[config.mk]
export PLATFORM = sky130hd
export DESIGN_NAME = display_scan_decoder_flat
export DESIGN_NICKNAME = d
export VERILOG_FILES = /design/src/rtl/display_scan_decoder_if.sv /design/src/rtl/display_scan_decoder.sv /design/src/flat_wrapper.sv
export SDC_FILE = /design/constraint.sdc
export NUM_CORES = 1
export LEC_CHECK = 0
export ABC_AREA = 1
export CAP_MARGIN = 20
export CORE_MARGIN = 2
export CORE_UTILIZATION = 50
export CTS_CLUSTER_DIAMETER = 150
export DETAILED_ROUTE_END_ITERATION = 6
export PLACE_DENSITY = 0.74
export SLEW_MARGIN = 20
export SYNTH_ARGS = -nofsm -noshare
export SYNTH_HDL_FRONTEND = slang
export SYNTH_SLANG_ARGS = --single-unit
[constraint.sdc]
create_clock -name clk -period 3.2 [get_ports clk]
set_clock_uncertainty 0.05 [all_clocks]
set_input_delay 0.48 -clock clk [delete_from_list [all_inputs] [get_ports clk]]
set_output_delay 0.48 -clock clk [all_outputs]
set_load 0.02 [all_outputs]
[src/rtl/display_scan_decoder_if.sv]
// ============================================================================
// Module      : display_scan_decoder_if
// Description : Bus between the timer/control side and the display scan
//               decoder. Carries the three BCD digits and the status flags
//               toward the decoder, and the 7-segment drive back out.
//   minutes       4  BCD minutes digit
//   seconds_tens  4  BCD tens-of-seconds digit
//   seconds_ones  4  BCD ones-of-seconds digit
//   mag_on        1  magnetron running (cooking)
//   timer_done    1  countdown reached zero
//   seg           7  segments {g,f,e,d,c,b,a}, active-low
//   an            3  digit enables, active-low (0=ones,1=tens,2=minutes)
//   colon         1  colon LED, active-high
// Revision    : 1.0 - initial release
// ============================================================================
`default_nettype none

interface display_scan_decoder_if;
    logic [3:0] minutes;
    logic [3:0] seconds_tens;
    logic [3:0] seconds_ones;
    logic       mag_on;
    logic       timer_done;
    logic [6:0] seg;
    logic [2:0] an;
    logic       colon;

    // Timer/control side: supplies digits and flags, observes display drive.
    modport master (
        output minutes, seconds_tens, seconds_ones, mag_on, timer_done,
        input  seg, an, colon
    );

    // Decoder side.
    modport slave (
        input  minutes, seconds_tens, seconds_ones, mag_on, timer_done,
        output seg, an, colon
    );
endinterface

`default_nettype wire

[src/rtl/display_scan_decoder.sv]
// ============================================================================
// Module      : display_scan_decoder
// Description : Time-multiplexed driver for a three-digit common-anode
//               7-segment display. Snapshots the timer digits once per scan
//               frame, applies leading-zero blanking, blinks the colon while
//               cooking and flashes the whole display when the timer is done.
// Ports       :
//   clk    in   system clock
//   clear  in   synchronous reset, active-high
//   bus    slave modport of display_scan_decoder_if (digits, flags, drive)
// Parameters  :
//   SCAN_DIV      clk cycles each digit is driven (>= 2)
//   BLINK_FRAMES  scan frames per blink half-period (>= 1)
// Revision    : 1.0 - initial release
// ============================================================================
`default_nettype none

module display_scan_decoder #(
    parameter int SCAN_DIV     = 1000,
    parameter int BLINK_FRAMES = 50
) (
    input  wire logic              clk,
    input  wire logic              clear,
    display_scan_decoder_if.slave  bus
);

    localparam int SCAN_W  = $clog2(SCAN_DIV);
    localparam int FRAME_W = (BLINK_FRAMES > 1) ? $clog2(BLINK_FRAMES) : 1;

    localparam logic [SCAN_W-1:0]  SCAN_LAST  = SCAN_W'(SCAN_DIV - 1);
    localparam logic [FRAME_W-1:0] FRAME_LAST = FRAME_W'(BLINK_FRAMES - 1);

    localparam logic [6:0] SEG_BLANK = 7'h7F;
    localparam logic [6:0] SEG_DASH  = 7'h3F;

    typedef enum logic [1:0] {
        DIG_ONES = 2'd0,
        DIG_TENS = 2'd1,
        DIG_MIN  = 2'd2
    } digit_t;

    logic [SCAN_W-1:0]  scan_cnt_q;
    digit_t             digit_sel_q;
    logic [FRAME_W-1:0] frame_cnt_q;
    logic               blink_phase_q;
    logic [3:0]         snap_min_q;
    logic [3:0]         snap_tens_q;
    logic [3:0]         snap_ones_q;
    logic [6:0]         seg_q;
    logic [2:0]         an_q;
    logic               colon_q;

    logic               scan_wrap;
    logic               frame_end;
    digit_t             digit_sel_d;
    logic [3:0]         digit_val;
    logic               digit_blank;
    logic [2:0]         an_d;
    logic [6:0]         seg_d;
    logic               dark;

    // BCD to active-low {g,f,e,d,c,b,a}; non-decimal codes show a dash.
    function automatic logic [6:0] bcd_to_seg(input logic [3:0] v);
        logic [6:0] s;
        case (v)
            4'd0:    s = 7'h40;
            4'd1:    s = 7'h79;
            4'd2:    s = 7'h24;
            4'd3:    s = 7'h30;
            4'd4:    s = 7'h19;
            4'd5:    s = 7'h12;
            4'd6:    s = 7'h02;
            4'd7:    s = 7'h78;
            4'd8:    s = 7'h00;
            4'd9:    s = 7'h10;
            default: s = SEG_DASH;
        endcase
        return s;
    endfunction

    always_comb begin
        scan_wrap = (scan_cnt_q == SCAN_LAST);
        frame_end = scan_wrap && (digit_sel_q == DIG_MIN);

        digit_sel_d = digit_sel_q;
        case (digit_sel_q)
            DIG_ONES: digit_sel_d = DIG_TENS;
            DIG_TENS: digit_sel_d = DIG_MIN;
            default:  digit_sel_d = DIG_ONES;
        endcase

        // Blanking tests the snapshot for zero, so a dash (10..15) is
        // never suppressed.
        digit_val   = snap_ones_q;
        digit_blank = 1'b0;
        an_d        = 3'b111;
        case (digit_sel_q)
            DIG_ONES: begin
                digit_val   = snap_ones_q;
                digit_blank = 1'b0;
                an_d        = 3'b110;
            end
            DIG_TENS: begin
                digit_val   = snap_tens_q;
                digit_blank = (snap_min_q == 4'd0) && (snap_tens_q == 4'd0);
                an_d        = 3'b101;
            end
            DIG_MIN: begin
                digit_val   = snap_min_q;
                digit_blank = (snap_min_q == 4'd0);
                an_d        = 3'b011;
            end
            default: begin
                digit_val   = 4'd0;
                digit_blank = 1'b1;
                an_d        = 3'b111;
            end
        endcase

        seg_d = digit_blank ? SEG_BLANK : bcd_to_seg(digit_val);
        dark  = bus.timer_done && blink_phase_q;
    end

    always_ff @(posedge clk) begin
        if (clear) begin
            scan_cnt_q    <= '0;
            digit_sel_q   <= DIG_ONES;
            frame_cnt_q   <= '0;
            blink_phase_q <= 1'b0;
            snap_min_q    <= 4'd0;
            snap_tens_q   <= 4'd0;
            snap_ones_q   <= 4'd0;
            seg_q         <= SEG_BLANK;
            an_q          <= 3'b111;
            colon_q       <= 1'b0;
        end else begin
            scan_cnt_q <= scan_wrap ? '0 : scan_cnt_q + 1'b1;
            if (scan_wrap) begin
                digit_sel_q <= digit_sel_d;
            end

            // Latching on the last cycle of the frame keeps all three digits
            // of the next frame coherent; the blink update shares this edge.
            if (frame_end) begin
                snap_min_q  <= bus.minutes;
                snap_tens_q <= bus.seconds_tens;
                snap_ones_q <= bus.seconds_ones;
                if (frame_cnt_q == FRAME_LAST) begin
                    frame_cnt_q   <= '0;
                    blink_phase_q <= ~blink_phase_q;
                end else begin
                    frame_cnt_q <= frame_cnt_q + 1'b1;
                end
            end

            // seg and an update on the same edge so no digit shows the
            // neighbour's pattern.
            seg_q   <= seg_d;
            an_q    <= dark ? 3'b111 : an_d;
            colon_q <= (bus.timer_done || bus.mag_on) ? ~blink_phase_q : 1'b1;
        end
    end

    assign bus.seg   = seg_q;
    assign bus.an    = an_q;
    assign bus.colon = colon_q;

endmodule

`default_nettype wire

[src/flat_wrapper.sv]
// flat-port wrapper written by rule: the top's interface ports become plain ports
module display_scan_decoder_flat 
#(
    parameter int SCAN_DIV     = 1000,
    parameter int BLINK_FRAMES = 50
)
  (clk, clear, bus_minutes, bus_seconds_tens, bus_seconds_ones, bus_mag_on, bus_timer_done, bus_seg, bus_an, bus_colon);
  display_scan_decoder_if bus_i ();
  input  wire logic clk;
  input  wire logic clear;
  input wire logic [$bits(bus_i.minutes)-1:0] bus_minutes;
  input wire logic [$bits(bus_i.seconds_tens)-1:0] bus_seconds_tens;
  input wire logic [$bits(bus_i.seconds_ones)-1:0] bus_seconds_ones;
  input wire logic [$bits(bus_i.mag_on)-1:0] bus_mag_on;
  input wire logic [$bits(bus_i.timer_done)-1:0] bus_timer_done;
  output wire logic [$bits(bus_i.seg)-1:0] bus_seg;
  output wire logic [$bits(bus_i.an)-1:0] bus_an;
  output wire logic [$bits(bus_i.colon)-1:0] bus_colon;
  assign bus_i.minutes = bus_minutes;
  assign bus_i.seconds_tens = bus_seconds_tens;
  assign bus_i.seconds_ones = bus_seconds_ones;
  assign bus_i.mag_on = bus_mag_on;
  assign bus_i.timer_done = bus_timer_done;
  assign bus_seg = bus_i.seg;
  assign bus_an = bus_i.an;
  assign bus_colon = bus_i.colon;
  display_scan_decoder #(.SCAN_DIV(SCAN_DIV), .BLINK_FRAMES(BLINK_FRAMES)) u_core (.clk(clk), .clear(clear), .bus(bus_i));
endmodule
Yosys cells after proc, flatten, opt, wreduce, memory -nomap -nowiden --
Memory sizes are Yosys's and may differ from the RTL's. A register that Yosys moved wholly into a read port is not among the register bits. Cells that the tools add are included.
Storage, ports and cells: word-level logic and storage cells 34, output and inout bits 11, input port bits 16, register bits 35, memory bits (read-only) 112, memories 1
Memory list:
- (name not given) | words 16, width 7, rd ports 1, clocked after memory_dff 1, write ports 0, RTL line display_scan_decoder.sv:65 | case (v)
Cells by class: bitwise operators 1, add/subtract/negate cells 2, reduce and logical (&&, ||, !) cells 11, equality and inequality tests 4, muxes and demuxes 6
Operators with widths (number):
- $pmux W4 S3 | 1
- $add A10 B1 Y10 const B | 1
- $eq A10 B10 Y1 const B | 1
- $pmux W3 S3 | 1
- $logic_not A4 Y1 | 2
- $add A6 B1 Y6 const B | 1
- $eq A6 B6 Y1 const B | 1
- $mux W6 | 1
- $reduce_or A2 Y1 | 3
- $pmux W2 S2 | 1
- $logic_and A1 B1 Y1 | 3
- $pmux W1 S3 | 1
- $eq A2 B1 Y1 const B | 1
- $eq A2 B2 Y1 const B | 1
- $logic_not A2 Y1 | 1
- $reduce_and A2 Y1 | 1
- $logic_or A1 B1 Y1 | 1
- $mux W1 | 1
- $not A1 Y1 | 1

Longest topological paths before layout --
depth after elaboration 4, mapped depth 11

Worst setup path after synthesis --
No wires, ideal clock.
path kind reg2reg, start point register u_core.digit_sel_q[1], end point register u_core.seg_q[3] (netlist: u_core.bus.seg[3]), arrival time 1.481 ns, setup time 0.123 ns, cell stages (with the launch flop) 11, setup slack 1.545 ns, path buffers 0, required time 3.027 ns, period minus slack after synthesis 1.655 ns, cells stage by stage dfxtp_1 > inv_1 > nor2_2 > nand2_1 > nand3_1 > inv_1 > ha_1 > inv_1 > nand2_1 > nand3_1 > nand3_1
On the way: word-level cells in the longest chain between the ends 3, elaborated cells on any way between the ends 6
Ends and longest elaborated chain:
- start, declared | RTL line display_scan_decoder.sv:43 | digit_t digit_sel_q;
- start signal, assigned | RTL line display_scan_decoder.sv:139 | digit_sel_q <= digit_sel_d;
- $eq A2 B2 Y1 (tied with other cells) | RTL line display_scan_decoder.sv:97 | case (digit_sel_q)
- $pmux W1 S3 | RTL line display_scan_decoder.sv:97
- $reduce_or A2 Y1 (no source line)
- end, declared | RTL line display_scan_decoder.sv:49 | logic [6:0] seg_q;
Several ways; a longest one is shown, not always the timed one. A chain may end at the register's enable or synchronous reset.

Final worst setup path --
Same ends and word-level chain as after synthesis.

==> impl_metrics.py <==
metrics = {
    "yosys": {
        "yosysMostFrequentCell": "nand2_1",
        "synth-edff-count": 0,
        "synth_fp_nets": 298,
        "yosysSeqAreaShare_pct": 43.5,
        "netlist_instances": 274,
        "async_reset_ff_share_pct": 0,
        "yosysWarningCount": 0,
        "synthFlopType": "dfxtp_1",
        "yosysTopAreaCellShare_pct": 43.5,
        "yosysTopAreaCell": "dfxtp_1",
        "synth_area_leaders": "dfxtp_1 44%, nand2_1 17%, a21oi_1 7.0%",
        "ys_types": 23,
        "yosys-top-cells-count": "87 x nand2_1, 42 x dfxtp_1, 30 x inv_1",
        "ys_ff_latch": 42,
        "syn_avg_cell_area_sq_um": 7.05,
        "netlist_area_sq_mm": 0.00193,
    },
    "detailed_routing": {
        "ant_nets": 0,
        "dr.pass1.iters": 4,
        "top_layer_used": "met4",
        "met2_wirelength_um": 1550,
        "avgViaCountPerCell": 4.86,
        "drt_wl_total_um": 3690,
        "drt-wirelength-per-cell_um": 10.5,
        "met1_length_um": 1890,
        "post-route-drc-count": 0,
        "route.met3.wl_um": 181,
        "vias": 1717,
        "drt-initial-drc-count": 105,
    },
    "setup_path": {
        "setup.worst_path.start_class": "flip-flop",
        "slowest_delay_ns": 0.39,
        "r2r-start": "u_core.digit_sel_q[1]$_SDFFE_PP0N_",
        "crit_arrival_ns": 2.02,
        "cp_max_fo": 10,
        "required_ns": 3.33,
        "end_kind": "flip-flop",
        "r2r-end": "u_core.bus.seg[3]$_SDFF_PP1_",
        "critPathKind": "flip-flop to flip-flop",
        "rr_worst_depth": 10,
        "worstPathCellList": "inv_1 -> nor2_2 -> nand2_1 -> nand3_1 -> inv_1 -> ha_1 -> inv_1 -> nand2_1 -> nand3_1 -> nand3_1",
        "crit_family": "simple AND/OR/NAND/NOR gates",
        "critPathCapture": "u_core.bus.seg[3]$_SDFF_PP1_",
        "startpoint": "u_core.digit_sel_q[1]$_SDFFE_PP0N_",
        "r2r_setup_slack_ns": 1.32,
        "crit_cells": 10,
        "slowest_stage": "dfxtp_1",
        "crit_buf_inv": 3,
    },
    "timing": {
        "finalCriticalPeriod_ns": 1.88,
        "hold_viol_final": 0,
        "rsz0062_at_grt": "false",
        "fmaxAchievable_ghz": 0.531,
        "fin_crit_sh_pct": 58.9,
        "worstMarginPinSlew_ns": 0.419,
        "final.setup.tns_ns": 0,
        "setup_viol": 0,
        "whs_ns": 0.419,
        "slew_violations": 0,
        "slew_headroom_pct": 72.0,
    },
    "pwr": {
        "vdd_drop_max_mv": 0.276,
        "power_density_mw_per_mm2": 464,
        "p_sw_share_pct": 19.0,
        "p_leak_nw": 0.963,
        "power_frac_seq_pct": 48.4,
        "p_comb_share_pct": 5.0,
        "power.total_mw": 1.10,
        "pwr-share-clk_pct": 46.6,
        "switchingPower_mw": 0.209,
        "p_int_mw": 0.894,
    },
    "run_status": {
        "status": "complete, no violations",
    },
    "clock_network": {
        "numCtsBuffers": 5,
        "clock-root-buffer": "clkbuf_8",
        "cts-resized-gates": 0,
        "worstSkewPairLatency_ns": 0.30,
        "post_cts_buffers": 0,
        "cts_hold_buf": 0,
        "cts_tree": "built",
        "cts_max_level": 2,
        "cts.sinks": 42,
        "clk_pin_slew_ns": 0.08,
        "cts_buffer_depth": 2,
    },
    "placement": {
        "dpl_cell_area_sq_mm": 0.00223,
        "io_buffers": 26,
        "gp_congestion": 0.848,
        "place_hpwl_um": 2680,
    },
    "die": {
        "die_w_um": 66.2,
        "ioPinCount": 27,
        "core_sq_mm": 0.00369,
        "start_util_pct": 52.4,
        "die-area_sq_mm": 0.00438,
        "die_h_um": 66.2,
        "rows": 22,
    },
    "global_route": {
        "grt_pass1_vias": 1563,
        "grt_max_degree": 20,
        "grt_pass1_wl_um": 6510,
        "track_usage_pct": 19.2,
        "grt_overflow": 0,
        "antenna_found_initial": 0,
    },
    "worst_hold_path": {
        "hp-class": "flip-flop to flip-flop",
    },
    "cells_and_area": {
        "design_area_sq_mm": 0.00238,
        "num_antenna_cells": 0,
        "drive_above_1_share_pct": 6.56,
        "final_nets": 328,
        "synthToLayoutAreaGrowth_pct": 23.0,
        "post-route-util_pct": 64.4,
    },
    "job": {
        "maxCapViolations": 0,
    },
}
[per-layer routing]
layer  up-vias  global-route usage (%)
li1        937                       -
met1       738                    24.6
met2        34                    30.3
met3         8                    5.45
met4         0                    8.16
met5         -                       0
[placed cells by master (no fill, tap or decap), types with 2 or more instances in the layout]
| cell | synthesis | final |
|---|---|---|
| inv_1 | 30 | 30 |
| or2_2 | 2 | 2 |
| nor2_1 | 22 | 22 |
| nor3_1 | 4 | 4 |
| ha_1 | 8 | 8 |
| bufinv_16 | 0 | 2 |
| nand4_1 | 6 | 6 |
| clkbuf_8 | 0 | 6 |
| nand3_1 | 22 | 22 |
| nor2_2 | 4 | 4 |
| dfxtp_1 | 42 | 42 |
| nand2_2 | 3 | 3 |
| nand2_1 | 87 | 87 |
| clkdlybuf4s50_1 | 0 | 26 |
| a21oi_1 | 27 | 27 |
| o21ai_0 | 6 | 6 |
[how the worst min path moves through the flow]
stage | end | slack, ns | depth (start not counted) | start
5_1_grt | u_core.snap_ones_q[0]$_SDFFE_PP0P_ | 0.44 | 2 | u_core.snap_ones_q[0]$_SDFFE_PP0P_
2_1_floorplan | u_core.scan_cnt_q[0]$_SDFF_PP0_ | 0.38 | 1 | u_core.scan_cnt_q[0]$_SDFF_PP0_
4_1_cts | u_core.scan_cnt_q[0]$_SDFF_PP0_ | 0.42 | 1 | u_core.scan_cnt_q[0]$_SDFF_PP0_
3_3_place_gp | u_core.scan_cnt_q[0]$_SDFF_PP0_ | 0.40 | 1 | u_core.scan_cnt_q[0]$_SDFF_PP0_
3_5_place_dp | u_core.scan_cnt_q[0]$_SDFF_PP0_ | 0.40 | 1 | u_core.scan_cnt_q[0]$_SDFF_PP0_
6_report | u_core.scan_cnt_q[0]$_SDFF_PP0_ | 0.42 | 1 | u_core.scan_cnt_q[0]$_SDFF_PP0_
[per-stage QoR]
step	instances	worst slack, ns
after floorplan	274	1.55
after global placement	345	1.35
after detailed placement	345	1.35
after CTS	353	1.33
after global routing	353	1.07
final	353	1.32
[cell type report]
| type | count | area, sq um |
|---|---|---|
| Clock buffer | 6 | 82.6 |
| Clock inverter | 2 | 60.1 |
| Fill cell | 352 | 1310 |
| Inverter | 31 | 116 |
| Multi-Input combinational cell | 197 | 948 |
| Sequential cell | 42 | 841 |
| Tap cell | 48 | 60.1 |
| Timing Repair Buffer | 27 | 268 |
[flip-flops by register name, summed over array words and instances (netlist names)]
| signal | count |
|---|---|
| u_core.blink_phase_q | 1 |
| u_core.bus.an | 3 |
| u_core.bus.colon | 1 |
| u_core.bus.seg | 7 |
| u_core.digit_sel_q | 2 |
| u_core.frame_cnt_q | 6 |
| u_core.scan_cnt_q | 10 |
| u_core.snap_min_q | 4 |
| u_core.snap_ones_q | 4 |
| u_core.snap_tens_q | 4 |
[power by group through the flow]
stage | logic (mW) | registers [mW] | clock network, mW
2_1_floorplan | 0.0151 | 0.554 | 0
3_3_place_gp | 0.0551 | 0.547 | 0
3_5_place_dp | 0.0549 | 0.547 | 0
4_1_cts | 0.0552 | 0.535 | 0.521
5_1_grt | 0.0592 | 0.536 | 0.543
6_report | 0.0547 | 0.535 | 0.514
[cells by family after synthesis]
group | after synthesis | share of synthesized area (%)
fa+ha+maj | 8 | 5.18
flops | 42 | 43.5
simple gates | 152 | 33.7
xor+xnor | 2 | 0.907
compound gates | 35 | 9.33
buf+inv | 35 | 7.38
No activity file was read; power rests on OpenSTA's default activity.
